--- src/rtl/mont_pkg.sv ---
// Shared types and constants for the radix-4 Montgomery sequencer.
package mont_pkg;

    typedef enum logic [2:0] {
        ST_IDLE,
        ST_CLEAR,
        ST_LOOP,
        ST_RESOLVE,
        ST_SUB,
        ST_DONE
    } state_e;

    localparam int         CHUNKS     = 6;
    localparam logic [3:0] PHASE_IDLE = 4'd8;
    localparam logic [3:0] PHASE_LAST = 4'(CHUNKS - 1);

endpackage

--- src/rtl/mont_qdigit.sv ---
// Radix-4 Montgomery quotient digit: q = -(c + d*b) * m mod 4, using M^-1 = M (mod 4) for odd M.
module mont_qdigit (
    input  logic [1:0] c_in,
    input  logic [1:0] d,
    input  logic [1:0] b_low,
    input  logic [1:0] m_low,
    output logic [1:0] q
);

    logic [1:0] t;
    logic [1:0] tm;

    always_comb begin
        t  = c_in + d * b_low;
        tm = t * m_low;
        q  = 2'd0 - tm;
    end

endmodule

--- src/rtl/mont_ctrl.sv ---
// Sequencer driving the carry-save Montgomery adder through one radix-4 multiplication:
// clear, digit loop, chunk resolution, then subtraction passes until the adder reports carry.
module mont_ctrl
    import mont_pkg::*;
#(
    parameter int ITERATIONS     = 256,
    parameter int MAX_SUB_PASSES = 4
) (
    input  logic                      clk,
    input  logic                      resetn,
    input  logic                      start,
    input  logic [2*ITERATIONS-1:0]   a_in,
    input  logic [1:0]                m_low,
    input  logic [1:0]                b_low,
    input  logic                      c_zero,
    input  logic                      c_one,
    input  logic                      sub_done,
    output logic                      adder_rstn,
    output logic [1:0]                b_sel,
    output logic [1:0]                m_sel,
    output logic                      c_doubleshift,
    output logic                      enable_c,
    output logic                      subtract,
    output logic [3:0]                phase,
    output logic                      busy,
    output logic                      done,
    output logic                      error
);

    localparam int AW = 2 * ITERATIONS;
    localparam int DW = (ITERATIONS > 1) ? $clog2(ITERATIONS) : 1;
    localparam int PW = (MAX_SUB_PASSES > 1) ? $clog2(MAX_SUB_PASSES) : 1;
    localparam logic [DW-1:0] LAST_DIGIT = DW'(ITERATIONS - 1);
    localparam logic [PW-1:0] LAST_PASS  = PW'(MAX_SUB_PASSES - 1);

    state_e          state_q, state_d;
    logic [3:0]      phase_q, phase_d;
    logic [DW-1:0]   digit_q, digit_d;
    logic [PW-1:0]   pass_q, pass_d;
    logic [AW-1:0]   a_q, a_d;
    logic            error_q, error_d;
    logic            adder_rstn_q, adder_rstn_d;
    logic            c_doubleshift_q, c_doubleshift_d;
    logic            subtract_q, subtract_d;
    logic            busy_q, busy_d;
    logic            done_q, done_d;
    logic [1:0]      q_digit;

    mont_qdigit u_qdigit (
        .c_in  ({c_one, c_zero}),
        .d     (a_q[1:0]),
        .b_low (b_low),
        .m_low (m_low),
        .q     (q_digit)
    );

    always_comb begin
        state_d = state_q;
        digit_d = digit_q;
        pass_d  = pass_q;
        a_d     = a_q;
        error_d = error_q;
        phase_d = PHASE_IDLE;

        case (state_q)
            ST_IDLE: begin
                if (start) begin
                    a_d     = a_in;
                    digit_d = '0;
                    pass_d  = '0;
                    error_d = 1'b0;
                    state_d = ST_CLEAR;
                end
            end
            ST_CLEAR: state_d = ST_LOOP;
            ST_LOOP: begin
                a_d     = {2'b00, a_q[AW-1:2]};
                digit_d = digit_q + 1'b1;
                if (digit_q == LAST_DIGIT) state_d = ST_RESOLVE;
            end
            ST_RESOLVE: begin
                if (phase_q == PHASE_LAST) state_d = ST_SUB;
            end
            ST_SUB: begin
                // The adder's carry is only meaningful once the last chunk has been resolved.
                if (phase_q == PHASE_LAST) begin
                    if (sub_done) begin
                        state_d = ST_DONE;
                    end else if (pass_q != LAST_PASS) begin
                        pass_d = pass_q + 1'b1;
                    end else begin
                        error_d = 1'b1;
                        state_d = ST_DONE;
                    end
                end
            end
            ST_DONE: state_d = ST_IDLE;
            default: state_d = ST_IDLE;
        endcase

        // Phase restarts at 0 on entry to RESOLVE/SUB and at the start of every new pass.
        if (state_d == ST_RESOLVE || state_d == ST_SUB) begin
            if (state_d != state_q || phase_q == PHASE_LAST) phase_d = 4'd0;
            else                                            phase_d = phase_q + 4'd1;
        end

        adder_rstn_d    = (state_d != ST_CLEAR);
        c_doubleshift_d = (state_d == ST_LOOP);
        subtract_d      = (state_d == ST_SUB);
        busy_d          = (state_d != ST_IDLE);
        done_d          = (state_d == ST_DONE);
    end

    always_ff @(posedge clk) begin
        if (!resetn) begin
            state_q         <= ST_IDLE;
            phase_q         <= PHASE_IDLE;
            digit_q         <= '0;
            pass_q          <= '0;
            error_q         <= 1'b0;
            adder_rstn_q    <= 1'b1;
            c_doubleshift_q <= 1'b0;
            subtract_q      <= 1'b0;
            busy_q          <= 1'b0;
            done_q          <= 1'b0;
        end else begin
            state_q         <= state_d;
            phase_q         <= phase_d;
            digit_q         <= digit_d;
            pass_q          <= pass_d;
            error_q         <= error_d;
            adder_rstn_q    <= adder_rstn_d;
            c_doubleshift_q <= c_doubleshift_d;
            subtract_q      <= subtract_d;
            busy_q          <= busy_d;
            done_q          <= done_d;
        end
    end

    always_ff @(posedge clk) begin
        a_q <= a_d;
    end

    always_comb begin
        b_sel = 2'd0;
        m_sel = 2'd0;
        if (state_q == ST_LOOP) begin
            b_sel = a_q[1:0];
            m_sel = q_digit;
        end
    end

    assign adder_rstn    = adder_rstn_q;
    assign c_doubleshift = c_doubleshift_q;
    assign enable_c      = 1'b0;
    assign subtract      = subtract_q;
    assign phase         = phase_q;
    assign busy          = busy_q;
    assign done          = done_q;
    assign error         = error_q;

endmodule

--- config.mk ---
export PLATFORM = sky130hd
export DESIGN_NAME = mont_ctrl
export DESIGN_NICKNAME = d
export VERILOG_FILES = /design/src/rtl/mont_pkg.sv /design/src/rtl/mont_qdigit.sv /design/src/rtl/mont_ctrl.sv
export SDC_FILE = /design/constraint.sdc
export NUM_CORES = 1
export LEC_CHECK = 0
export BUFFER_PORTS_ARGS = -buffer_cell sky130_fd_sc_hd__buf_2
export CAP_MARGIN = 20
export CELL_PAD_IN_SITES_DETAIL_PLACEMENT = 0
export CELL_PAD_IN_SITES_GLOBAL_PLACEMENT = 1
export CORE_UTILIZATION = 41
export DETAILED_ROUTE_END_ITERATION = 10
export PLACE_DENSITY = 0.89
export RECOVER_POWER = 100
export SLEW_MARGIN = 20
export SYNTH_ARGS = -nofsm -noshare
export SYNTH_HDL_FRONTEND = slang
export SYNTH_SLANG_ARGS = --single-unit
export TNS_END_PERCENT = 10
--- constraint.sdc ---
create_clock -name clk -period 15.8 [get_ports clk]
set_input_delay 0.79 -clock clk [delete_from_list [all_inputs] [get_ports clk]]
set_output_delay 0.79 -clock clk [all_outputs]
set_load 0.03 [all_outputs]
==> After elaboration in Yosys (flattened, before gate mapping) <==
Index checks and enable logic that the tools add are counted.
{ "op_classes": {"n_lt_le_gt_ge": 0, "n_bitwise": 2, "n_reduce_logical": 11, "mux": 24, "shifts": 0, "n_div": 0, "eq_ne": 18, "add_sub_neg": 5, "multipliers": 2} }
{ "op_table": {"columns": ["operator", "n"], "rows": [
  ["$pmux 512 s2", 1],
  ["$mux 512", 1],
  ["$mux 3", 6],
  ["$pmux 8 s2", 1],
  ["$pmux 3 s5", 1],
  ["$eq 3x2->1 const B", 4],
  ["$mux 2", 6],
  ["$ne 2x2->1 const B", 6],
  ["$reduce_and 5->1", 2],
  ["$eq 3x3->1 const B", 3],
  ["$add 8x1->8 const B", 1],
  ["$eq 8x8->1 const B", 1],
  ["$mux 8", 1],
  ["$add 4x1->4 const B", 1],
  ["$eq 4x3->1 const B", 1],
  ["$mul 2x2->2", 2],
  ["$mux 1", 4],
  ["$mux 4", 1],
  ["$pmux 2 s2", 1],
  ["$reduce_and 2->1", 2],
  ["$reduce_bool 2->1", 2],
  ["$eq 3x1->1 const B", 1],
  ["$logic_not 3->1", 1],
  ["$ne 3x1->1 const B", 1],
  ["other kinds (9)", 11]
]} }
{ "totals": {"latchBits": 0, "reg_bits": 535, "ram_bits": 0, "rom_bits": 0, "out_inout_bits": 15, "n_memories": 0, "word_cells": 74} }

==> Depth between registers and ports, before layout <==
Gate-level depths: netlist (run 1).
{ "logic_depth": {"word_depth": 9, "mapped_depth": 7, "mapped_depth_nobuf": 7} }

==> Hierarchy <==
From an unflattened synthesis (run 1), not the netlist that was laid out.
{ "hier_totals": {"cells_unflattened": 2301, "area_unflattened_um2": 22848.2} }
{ "by_module_without_submodules": {"columns": ["mod", "cells_per_inst", "area_per_inst_um2", "n_inst", "seq_area_each_um2"], "rows": [
  ["mont_ctrl", 2289, 22746.8, 1, 15835.2],
  ["mont_qdigit", 12, 101.3, 1, 0.0]
]} }

==> Least setup slack after synthesis (run 1) <==
Ideal clock, no wire load.
{ "synth_path": {"path_type": "input -> register", "startpoint": "input port start", "endpoint": "register a_q[0], enable pin", "stages": 2, "setup_ns": 0.858, "t_arrival_ns": 10.790, "required_time_ns": 14.942, "path_slack_ns": 4.152, "path_cell_list": "o21ai_0 -> inv_1"} }
{ "synth_between": {"elab_chain_cells": 2} }
{ "synth_rtl": {"columns": ["item", "line", "source"], "rows": [
  ["start, declared", "mont_ctrl.sv:11", "input logic start,"],
  ["$ne 2x2->1 (no source line)", null, null],
  ["$reduce_and 2->1 (no source line)", null, null],
  ["end signal, assigned", "mont_ctrl.sv:141", "a_q <= a_d;"],
  ["end, declared", "mont_ctrl.sv:40", "logic [AW-1:0] a_q, a_d;"]
]} }
No other way between the ends.
A chain may end at the register's enable or synchronous reset.

==> Worst setup path after layout (run 1) <==
{ "layout_path": {"startpoint": "register state_q[2]", "endpoint": "register a_q[313], enable pin"} }
{ "layout_between": {"elab_chain_cells": 3, "elab_cells_between_ends": 5} }
{ "layout_rtl": {"columns": ["item", "line", "source"], "rows": [
  ["start, declared", "mont_ctrl.sv:36", "state_e state_q, state_d;"],
  ["start signal, assigned", "mont_ctrl.sv:127", "state_q <= state_d;"],
  ["$eq 3x2->1 or $logic_not 3->1 (tied branches)", "mont_ctrl.sv:65", "case (state_q)"],
  ["$reduce_bool 2->1 (no source line) or $ne 2x2->1 (tied branches)", null, null],
  ["$reduce_and 2->1 (no source line) *", null, null]
]} }
Mark *: on every way between the ends. The rest lies on a longest branch, timed or not.

==> impl_metrics.env, run 1 <==
export IMPL_n_fill_cell=5060
export IMPL_die_x_um=239
export IMPL_start_util_pct=41.6
export IMPL_wirelength_um=55200
export IMPL_grt_overflow_total=0
export IMPL_synth_mux_area_share_pct=0.245
export IMPL_status="finished, violations left"
export IMPL_worstPathRequired_ns=16.01
export IMPL_drt_pass1_iter_count=7
export IMPL_layout_commonest_cell="nand2_1"
export IMPL_die_area_sq_mm=0.0570
export IMPL_power_density_mw_per_mm2=126
export IMPL_grt_pass1_wl_um=85000
export IMPL_ys_seq_elements=535
export IMPL_rsz0062_at_grt="no"
export IMPL_synth_fp_nets=2827
export IMPL_synth_area_sq_mm=0.0230
export IMPL_drtAntennaViolNets=0
export IMPL_synth_warnings=0
export IMPL_worstSetupPathType="reg -> reg"
export IMPL_synth_xor_area_share_pct=0.212
export IMPL_synth_compound_area_share_pct=0.915
export IMPL_drtIter0Drc=1355
export IMPL_synthAdderAreaFrac_pct=0.272
export IMPL_coreArea_sq_mm=0.0552
export IMPL_start_kind="flip-flop"
export IMPL_routed_via_density=4.74
export IMPL_multi_input_area_sq_mm=0.00646
export IMPL_synth_cell_types=44
export IMPL_rows=86
export IMPL_endpoint="a_q[313]"
export IMPL_ctsResizeCount=0
export IMPL_finalSetupViolations=0
export IMPL_reg2reg_to="a_q[313]"
export IMPL_finalCoreUtilization_pct=50.8
export IMPL_synth_simple_gate_area_share_pct=26.7
export IMPL_cts_sinks=535
export IMPL_final_hold_violation_count=0
export IMPL_root_buffer="clkbuf_16"
export IMPL_drc=0
export IMPL_finalCriticalPeriod_ns=9.19
export IMPL_crit_path_top_delay_cell="clkinvlp_2"
export IMPL_place_congestion=0.812
export IMPL_wire_per_inst_um=15.3
export IMPL_postCtsSetupBuffers=0
export IMPL_cts_hold_buf=0
export IMPL_die_y_um=239
export IMPL_drv_slew=561
export IMPL_nets=3316
export IMPL_leakage_nw=13.0
export IMPL_r2r_slack_ns=6.61
export IMPL_regArea_sq_mm=0.0158
export IMPL_worst_pin_slew_ns=6.14
export IMPL_fin_crit_sh_pct=58.2
export IMPL_cap_violations=7
export IMPL_syn_mean_instance_area_sq_um=9.98
export IMPL_synthCells=2300
export IMPL_syn_to_final_growth_pct=22.0
export IMPL_grt_max_degree=206
export IMPL_cts_tree="done"
export IMPL_hpwl_um=36800
export IMPL_crit_chain="nor2_1 > o21ai_0 > clkinvlp_2 > clkbuf_1 > buf_16"
export IMPL_hold_path_class="in -> reg"
export IMPL_clk_pin_slew_ns=0.06
export IMPL_synth_top_family_by_area="simple AND/OR/NAND/NOR gates"
export IMPL_cts_path_max_buffers=3
export IMPL_rr_startpoint="state_q[2]"
export IMPL_numCtsBuffers=58
export IMPL_finClkSkew_ns=0.0207
export IMPL_end_kind="flip-flop"
export IMPL_fin_tns_setup_ns=0
export IMPL_ctsHtreeMaxLevel=2
export IMPL_grtUsageTotal_pct=18.8
export IMPL_critPathLaunch="state_q[2]"
export IMPL_cp_arrival_ns=9.40
export IMPL_slowest_delay_ns=4.65
export IMPL_cp_max_fo=148
export IMPL_ir_drop_uv=81.4
export IMPL_fmax_mhz=109
export IMPL_reg2reg_depth=5
export IMPL_drive_above_1_share_pct=21.9
export IMPL_violations="max-capacitance violations, max-slew violations"
export IMPL_synth_seq_area_share_pct=69.0
export IMPL_slew_headroom_pct=-312
export IMPL_io_pins=537
export IMPL_layout_common_cells="nand2_1 (1,544), buf_2 (521), edfxtp_1 (512), clkbuf_16 (61), clkbuf_1 (26)"
export IMPL_clkLatencyLatePin_ns=0.61
export IMPL_antenna_found_initial=31
export IMPL_io_buffer_count=535
export IMPL_dr_total_vias=17100
export IMPL_grt_pass1_vias=16400
==> per-layer routing <==
metal	share of wire, %	global-route usage (%)
met5	0.28	0
met3	6.7	4.33
met1	43	24.9
met4	2.7	7.36
met2	47	30.1
==> power by group <==
group | leakage, nW | internal (mW) | switching, mW
registers | 5.21 | 1.77 | 0.0423
logic | 6.81 | 0.125 | 0.228
clock network | 0.945 | 0.815 | 0.563
total | 13.0 | 2.71 | 0.833
==> sequential cells by signal, summed over array words and instances (netlist names) <==
name,flops
a_q,512
digit_q,8
phase,4
state_q,3
pass_q,2
adder_rstn,1
busy,1
c_doubleshift,1
done,1
error,1
subtract,1
==> Yosys cell counts <==
master	number	area share, %
xnor2_1	2	0.076
a311oi_1	1	0.038
nor2_4	1	0.049
inv_1	4	0.065
nor2b_1	5	0.14
and2_1	7	0.19
clkbuf_1	17	0.28
edfxtp_1	512	67
nor2_1	13	0.21
or3b_1	1	0.038
a21o_1	1	0.033
buf_4	1	0.033
conb_1	1	0.016
nor3_1	3	0.065
xnor3_1	1	0.098
nor3_4	1	0.071
mux2i_1	3	0.13
nor4_1	1	0.027
a21oi_1	5	0.11
a22oi_1	2	0.065
and2_0	1	0.027
a21boi_0	1	0.033
buf_6	5	0.25
mux2_2	1	0.049
nand2_1	1544	25
nand2b_1	1	0.027
nand3_1	10	0.22
buf_2	95	2.1
a32oi_1	2	0.076
o21ai_0	12	0.26
dfxtp_1	23	2.0
xor2_1	1	0.038
and3_1	4	0.11
a311o_2	1	0.049
nand4b_1	1	0.038
ha_1	5	0.27
a41o_1	1	0.044
mux2_4	1	0.065
nand3b_4	1	0.087
nor4b_4	1	0.10
nor3b_1	1	0.033
o21a_1	1	0.033
buf_1	1	0.016
o211a_1	4	0.17
==> worst min path at each step <==
stage	start	end	slack [ns]	cells after the start
2_1_floorplan	pass_q[1]	pass_q[1]	0.48	2
3_3_place_gp	a_q[353]	a_q[351]	0.49	2
3_5_place_dp	a_q[156]	a_q[154]	0.49	2
4_1_cts	a_in[432]	a_q[432]	0.39	3
5_1_grt	a_in[345]	a_q[345]	0.42	3
6_report	a_in[432]	a_q[432]	0.44	3
==> logic make-up after synthesis <==
kind of cell / after synthesis
adders and majority gates: 5
DFF: 535
AOI/OAI and AO/OA: 31
buffers and inverters: 123
other: 1
muxes: 5
and+or+nand+nor: 1596
xor gates and xnor gates: 4
==> stage by stage <==
| stage | std cells | setup WS (ns) | hold WS (ns) | power, mW | cell area [sq um] |
|---|---|---|---|---|---|
| 4_1_cts | 3585 | 11.48 | 0.389 | 3.57 | 28000 |
| 3_5_place_dp | 3476 | 11.29 | 0.491 | 2.18 | 26100 |
| 6_report | 3609 | 6.61 | 0.441 | 3.54 | 28000 |
| 5_1_grt | 3604 | 5.79 | 0.422 | 3.69 | 28000 |
| 3_3_place_gp | 3476 | 11.46 | 0.486 | 2.17 | 26100 |
| 2_1_floorplan | 2300 | 4.15 | 0.480 | 2.10 | 23000 |
==> layout make-up <==
cell class / count / share of cell area [%]
Tap cell: 748 / 3.34
Antenna cell: 23 / 0.205
Clock inverter: 40 / 1.36
Timing Repair Buffer: 548 / 9.93
Sequential cell: 535 / 56.5
Inverter: 4 / 0.0580
Multi-Input combinational cell: 1642 / 23.0
Clock buffer: 69 / 5.55
==> critical path: cells and delay by family (launching register included) <==
family	cells	cell delay, ns
AND/OR/NAND/NOR	1	0.15
buffers and inverters	3	7.61
flip-flops	1	0.59
AO/OA/AOI/OAI	1	0.23
Power figures use the tool's default switching activity.
==> run 2, diff against run 1 <==
--- a/config.mk
+++ b/config.mk
@@ -5,6 +5,7 @@
 export SDC_FILE = /design/constraint.sdc
 export NUM_CORES = 1
 export LEC_CHECK = 0
+export ABC_AREA = 1
 export BUFFER_PORTS_ARGS = -buffer_cell sky130_fd_sc_hd__buf_2
 export CAP_MARGIN = 20
 export CELL_PAD_IN_SITES_DETAIL_PLACEMENT = 0
==> constraint.sdc (replaced) <==
create_clock -name clk -period 9.3 [get_ports clk]
set_input_delay 0.465 -clock clk [delete_from_list [all_inputs] [get_ports clk]]
set_output_delay 0.465 -clock clk [all_outputs]
set_load 0.03 [all_outputs]
==> impl_metrics.env, run 2 <==
export IMPL_cts_tree="done"
export IMPL_ctsHtreeMaxLevel=2
export IMPL_ys_seq_elements=535
export IMPL_drc=0
export IMPL_yosysTopAreaCell="edfxtp_1"
export IMPL_fin_tns_setup_ns=0
export IMPL_hpwl_um=36600
export IMPL_root_buffer="clkbuf_16"
export IMPL_clkLatencyLatePin_ns=0.60
export IMPL_rsz0062_at_grt="no"
export IMPL_syn_mean_instance_area_sq_um=9.84
export IMPL_cp_arrival_ns=6.55
export IMPL_drtIter0Drc=1395
export IMPL_rows=86
export IMPL_ir_drop_uv=143
export IMPL_yosys_top_cells_area="edfxtp_1 (67%), nand2_1 (26%), buf_2 (2.3%)"
export IMPL_syn_to_final_growth_pct=22.5
export IMPL_synth_area_sq_mm=0.0229
export IMPL_worstSetupPathType="reg -> reg"
export IMPL_slew_headroom_pct=-179
export IMPL_netlist_area_leader_share_pct=67.1
export IMPL_cp_max_fo=185
export IMPL_io_pins=537
export IMPL_synth_mux_area_share_pct=0
export IMPL_wirelength_um=55500
export IMPL_synth_fp_nets=2856
export IMPL_dr_total_vias=17100
export IMPL_synth_compound_area_share_pct=0.830
export IMPL_synth_seq_area_share_pct=69.1
export IMPL_antenna_found_initial=35
export IMPL_largest_register_ffs=512
export IMPL_synth_xor_area_share_pct=0.115
export IMPL_start_util_pct=41.5
export IMPL_violations="max-capacitance violations, max-slew violations"
export IMPL_synth_most_common_cell="nand2_1"
export IMPL_crit_path_top_delay_cell="clkbuf_1"
export IMPL_start_kind="flip-flop"
export IMPL_grt_overflow_total=0
export IMPL_worst_pin_slew_ns=4.19
export IMPL_status="finished, violations left"
export IMPL_worstPathRequired_ns=9.74
export IMPL_layout_commonest_cell="nand2_1"
export IMPL_die_x_um=238
export IMPL_finalCriticalPeriod_ns=6.10
export IMPL_drive_above_1_share_pct=21.8
export IMPL_drtAntennaViolNets=0
export IMPL_fmax_mhz=164
export IMPL_cp_common_cell="nand2_1"
export IMPL_drt_pass1_iter_count=5
export IMPL_synth_edf_count=512
export IMPL_postCtsSetupBuffers=0
export IMPL_die_area_sq_mm=0.0568
export IMPL_drv_slew=193
export IMPL_clk_pin_slew_ns=0.06
export IMPL_dpl_cell_area_sq_mm=0.0261
export IMPL_layout_common_cells="nand2_1 (1,571), buf_2 (521), edfxtp_1 (512), clkbuf_16 (59), nor2_1 (27)"
export IMPL_crit_chain="inv_1 > nand3_4 > inv_8 > clkbuf_1 > nand2_1 > nand2_1"
export IMPL_routed_via_density=4.71
export IMPL_synth_top_family_by_area="simple AND/OR/NAND/NOR gates"
export IMPL_nets=3343
export IMPL_finalSetupViolations=0
export IMPL_synth_warnings=0
export IMPL_synth_simple_gate_area_share_pct=26.7
export IMPL_ctsResizeCount=0
export IMPL_synthCells=2329
export IMPL_cap_violations=2
export IMPL_power_density_mw_per_mm2=220
export IMPL_finClkSkew_ns=0.0167
export IMPL_synthAdderAreaFrac_pct=0.273
export IMPL_io_buffer_count=535
export IMPL_end_kind="flip-flop"
export IMPL_ys_flop_type="edfxtp_1"
export IMPL_coreArea_sq_mm=0.0552
export IMPL_slowest_delay_ns=2.99
export IMPL_hold_path_class="in -> reg"
export IMPL_fin_crit_sh_pct=65.6
export IMPL_grt_max_degree=243
export IMPL_async_reset_ff_share_pct=0
export IMPL_top_register="a_q"
export IMPL_numCtsBuffers=57
export IMPL_die_y_um=238
export IMPL_grtUsageTotal_pct=19.0
export IMPL_final_hold_violation_count=0
export IMPL_synth_cell_types=29
export IMPL_grt_pass1_vias=16600
export IMPL_grt_pass1_wl_um=85700
export IMPL_fin_area_sq_mm=0.0281
export IMPL_place_congestion=0.830
export IMPL_cts_hold_buf=0
export IMPL_cts_sinks=535
export IMPL_wire_per_inst_um=15.3
export IMPL_cts_path_max_buffers=3
export IMPL_synth_common_cells="nand2_1 (1,570), edfxtp_1 (512), buf_2 (105), nor2_1 (26), dfxtp_1 (23)"
export IMPL_leakage_nw=12.9
export IMPL_total_power_mw=6.17
-- run 2: changes by cell type after synthesis, sizes merged, moves of 3 or more --
cell,before,now
nand3,10,14
and2,8,1
nor2b,5,0
nor2,14,28
a21oi,5,13
and3,4,0
buf,102,111
nand2,1544,1571
mux2i,3,0
inv,4,22
o211a,4,0
clkbuf,17,5
-- run 2: worst max-delay path, delay by kind of cell (launching register included) --
family	cells	cell delay, ns
AND/OR/NAND/NOR	3	1.13
buffers and inverters	3	4.22
flip-flops	1	0.36
-- run 2: kinds of logic after synthesis --
| kind of cell | count (synthesis) |
|---|---|
| AND/OR/NAND/NOR | 1617 |
| flip-flops | 535 |
| buffers and inverters | 138 |
| AO/OA/AOI/OAI | 30 |
| adder cells (fa/ha/maj) | 5 |
| XOR/XNOR | 3 |
| other | 1 |
-- run 2: worst paths after layout --
check	endpoint	slack, ns	depth (start not counted)	startpoint
max reg2reg	a_q[387]	3.20	6	state_q[2]
min	a_q[123]	0.13	3	a_in[123]
min reg2reg	error	0.48	2	error
max	a_q[387]	3.20	6	state_q[2]
-- run 2: layout make-up --
| type | instances | area [sq um] |
|---|---|---|
| flip-flops and latches | 535 | 15800 |
| clock inverters | 38 | 478 |
| clock buffers | 70 | 1540 |
| inverters | 22 | 93.8 |
| well taps | 748 | 936 |
| repair buffers | 544 | 2770 |
| fillers | 5109 | 27100 |
| multi-input cells | 1656 | 6380 |
| diodes | 18 | 45.0 |
-- run 2: where the power goes --
part | switching, mW | internal (mW) | leakage (nW)
Combinational | 0.416 | 0.214 | 6.79
Clock | 0.955 | 1.48 | 0.990
Sequential | 0.0772 | 3.03 | 5.17
-- run 2: routing by layer --
| layer | wire length (um) | vias up | part of all wire, % | GRT usage, % |
|---|---|---|---|---|
| met5 | 269 | - | 0.48 | 0 |
| met4 | 1340 | 42 | 2.4 | 6.18 |
| met3 | 4940 | 122 | 8.9 | 6.44 |
| met2 | 25600 | 540 | 46 | 30.1 |
| met1 | 23300 | 7912 | 42 | 24.4 |
| li1 | - | 8495 | - | - |
-- run 2: stage by stage --
step                instances  worst slack, ns  hold WS, ns  utilization, %
floorplan                2329            0.261        0.447               -
global placement         3505             4.85        0.457            47.2
detailed placement       3505             4.70        0.472            47.2
CTS                      3613             4.69       0.0874            50.9
global route             3621             2.38        0.104            50.8
finish                   3631             3.20        0.128            50.9
==> run 3, diff against run 2 <==
--- a/config.mk
+++ b/config.mk
@@ -10,9 +10,9 @@
 export CAP_MARGIN = 20
 export CELL_PAD_IN_SITES_DETAIL_PLACEMENT = 0
 export CELL_PAD_IN_SITES_GLOBAL_PLACEMENT = 1
-export CORE_UTILIZATION = 41
+export CORE_UTILIZATION = 37
 export DETAILED_ROUTE_END_ITERATION = 10
-export PLACE_DENSITY = 0.89
+export PLACE_DENSITY = 0.85
 export RECOVER_POWER = 100
 export SLEW_MARGIN = 20
 export SYNTH_ARGS = -nofsm -noshare
==> constraint.sdc (replaced) <==
create_clock -name clk -period 5.2 [get_ports clk]
set_input_delay 0.26 -clock clk [delete_from_list [all_inputs] [get_ports clk]]
set_output_delay 0.26 -clock clk [all_outputs]
set_load 0.03 [all_outputs]
==> impl_metrics.env, run 3 (same netlist as run 2, synthesis figures left out) <==
export IMPL_wirelength_um=66800
export IMPL_largest_register_ffs=512
export IMPL_drv_slew=0
export IMPL_clk_pin_slew_ns=0.06
export IMPL_hpwl_um=37900
export IMPL_rr_startpoint="state_q[2]"
export IMPL_total_power_mw=11.1
export IMPL_io_pins=537
export IMPL_antenna_found_initial=10
export IMPL_placed_cells=3551
export IMPL_fin_crit_sh_pct=70.5
export IMPL_postCtsSetupBuffers=0
export IMPL_syn_to_final_growth_pct=44.8
export IMPL_whs_ns=0.0568
export IMPL_stdcell_count=4180
export IMPL_finalSetupViolations=0
export IMPL_finClkSkew_ns=0.0166
export IMPL_whs_path_depth=3
export IMPL_grt_overflow_total=0
export IMPL_root_buffer="clkbuf_16"
export IMPL_layout_common_cells="nand2_1 (1,571), buf_2 (521), dlygate4sd3_1 (513), edfxtp_1 (512), clkbuf_16 (58)"
export IMPL_cts_sinks=535
export IMPL_cp_max_fo=81
export IMPL_critPathLaunch="state_q[2]"
export IMPL_min_delay_start="a_in[165]"
export IMPL_slew_headroom_pct=13.4
export IMPL_drt_pass1_iter_count=5
export IMPL_fmax_mhz=273
export IMPL_grt_pass1_wl_um=104000
export IMPL_io_buffer_count=535
export IMPL_ctsResizeCount=0
export IMPL_n_fill_cell=4907
export IMPL_place_congestion=0.872
export IMPL_coreArea_sq_mm=0.0608
export IMPL_die_area_sq_mm=0.0629
export IMPL_drtIter0Drc=1710
export IMPL_worstSetupPathType="reg -> reg"
export IMPL_start_kind="flip-flop"
export IMPL_fin_tns_setup_ns=0
export IMPL_status="completed"
export IMPL_cts_path_max_buffers=3
export IMPL_wire_per_inst_um=16.0
export IMPL_grt_max_degree=228
export IMPL_rsz0062_at_grt="no"
export IMPL_final_hold_violation_count=0
export IMPL_worstPathRequired_ns=5.44
export IMPL_rows=90
export IMPL_grtUsageTotal_pct=20.5
export IMPL_worst_pin_slew_ns=1.30
export IMPL_routed_via_density=4.77
export IMPL_top_register="a_q"
export IMPL_reg2reg_depth=7
export IMPL_dr_total_vias=19900
export IMPL_finalCriticalPeriod_ns=3.67
export IMPL_leakage_nw=15.0
export IMPL_layout_commonest_cell="nand2_1"
export IMPL_start_util_pct=37.7
export IMPL_numCtsBuffers=58
export IMPL_die_y_um=251
export IMPL_power_density_mw_per_mm2=335
export IMPL_cap_violations=0
export IMPL_end_kind="flip-flop"
export IMPL_ctsHtreeMaxLevel=2
export IMPL_nets=3869
export IMPL_ir_drop_uv=272
export IMPL_clkLatencyLatePin_ns=0.61
export IMPL_drc=0
export IMPL_cts_tree="done"
export IMPL_hold_path_class="in -> reg"
export IMPL_cts_hold_buf=513
export IMPL_die_x_um=251
export IMPL_cp_arrival_ns=3.90
export IMPL_grt_pass1_vias=20400
export IMPL_drtAntennaViolNets=0
export IMPL_drive_above_1_share_pct=18.3
run 3: layer usage:
metal | part of all wire (%) | up-vias | global-route usage (%)
met5 | 0.015 | - | 0
met4 | 4.3 | 2 | 9.60
met3 | 7.1 | 206 | 4.01
met2 | 49 | 913 | 34.9
met1 | 39 | 9281 | 25.1
li1 | - | 9537 | -
run 3: metrics by stage:
stage	cell area [sq um]	worst slack (ns)	utilization [%]
2_1_floorplan	22900	-3.74	-
3_3_place_gp	26300	2.56	43.2
3_5_place_dp	26300	2.49	43.2
4_1_cts	33300	2.48	54.7
5_1_grt	33200	1.21	54.6
6_report	33200	1.53	54.6
run 3: area by class of cell:
cell class,count,area [sq um],share of cell area (%)
Antenna cell,10,25.0,0.0754
Clock buffer,78,1540,4.63
Inverter,22,95.1,0.287
Clock inverter,28,299,0.901
Tap cell,782,978,2.95
Timing Repair Buffer,1069,8040,24.2
Multi-Input combinational cell,1656,6370,19.2
Sequential cell,535,15800,47.7
run 3: report_power, final:
group | internal, mW | switching [mW]
sequential | 5.41 | 0.150
clock | 2.33 | 1.72
combinational | 0.642 | 0.865
run 3: worst paths after layout:
kind                            slack (ns)         to
worst max register to register        1.53   a_q[481]
worst min-delay path                  0.06   a_q[165]
worst min register to register        0.47  pass_q[1]
worst max-delay path                  1.53   a_q[481]
run 3: critical path, stage by stage (launching register included):
cell and delay, ns:
dfxtp_1 0.44, clkinvlp_2 0.30, nand3_1 0.33, inv_8 0.23, nor2_1 0.47, clkinvlp_4 0.67, buf_12 0.42, clkbuf_1 0.40
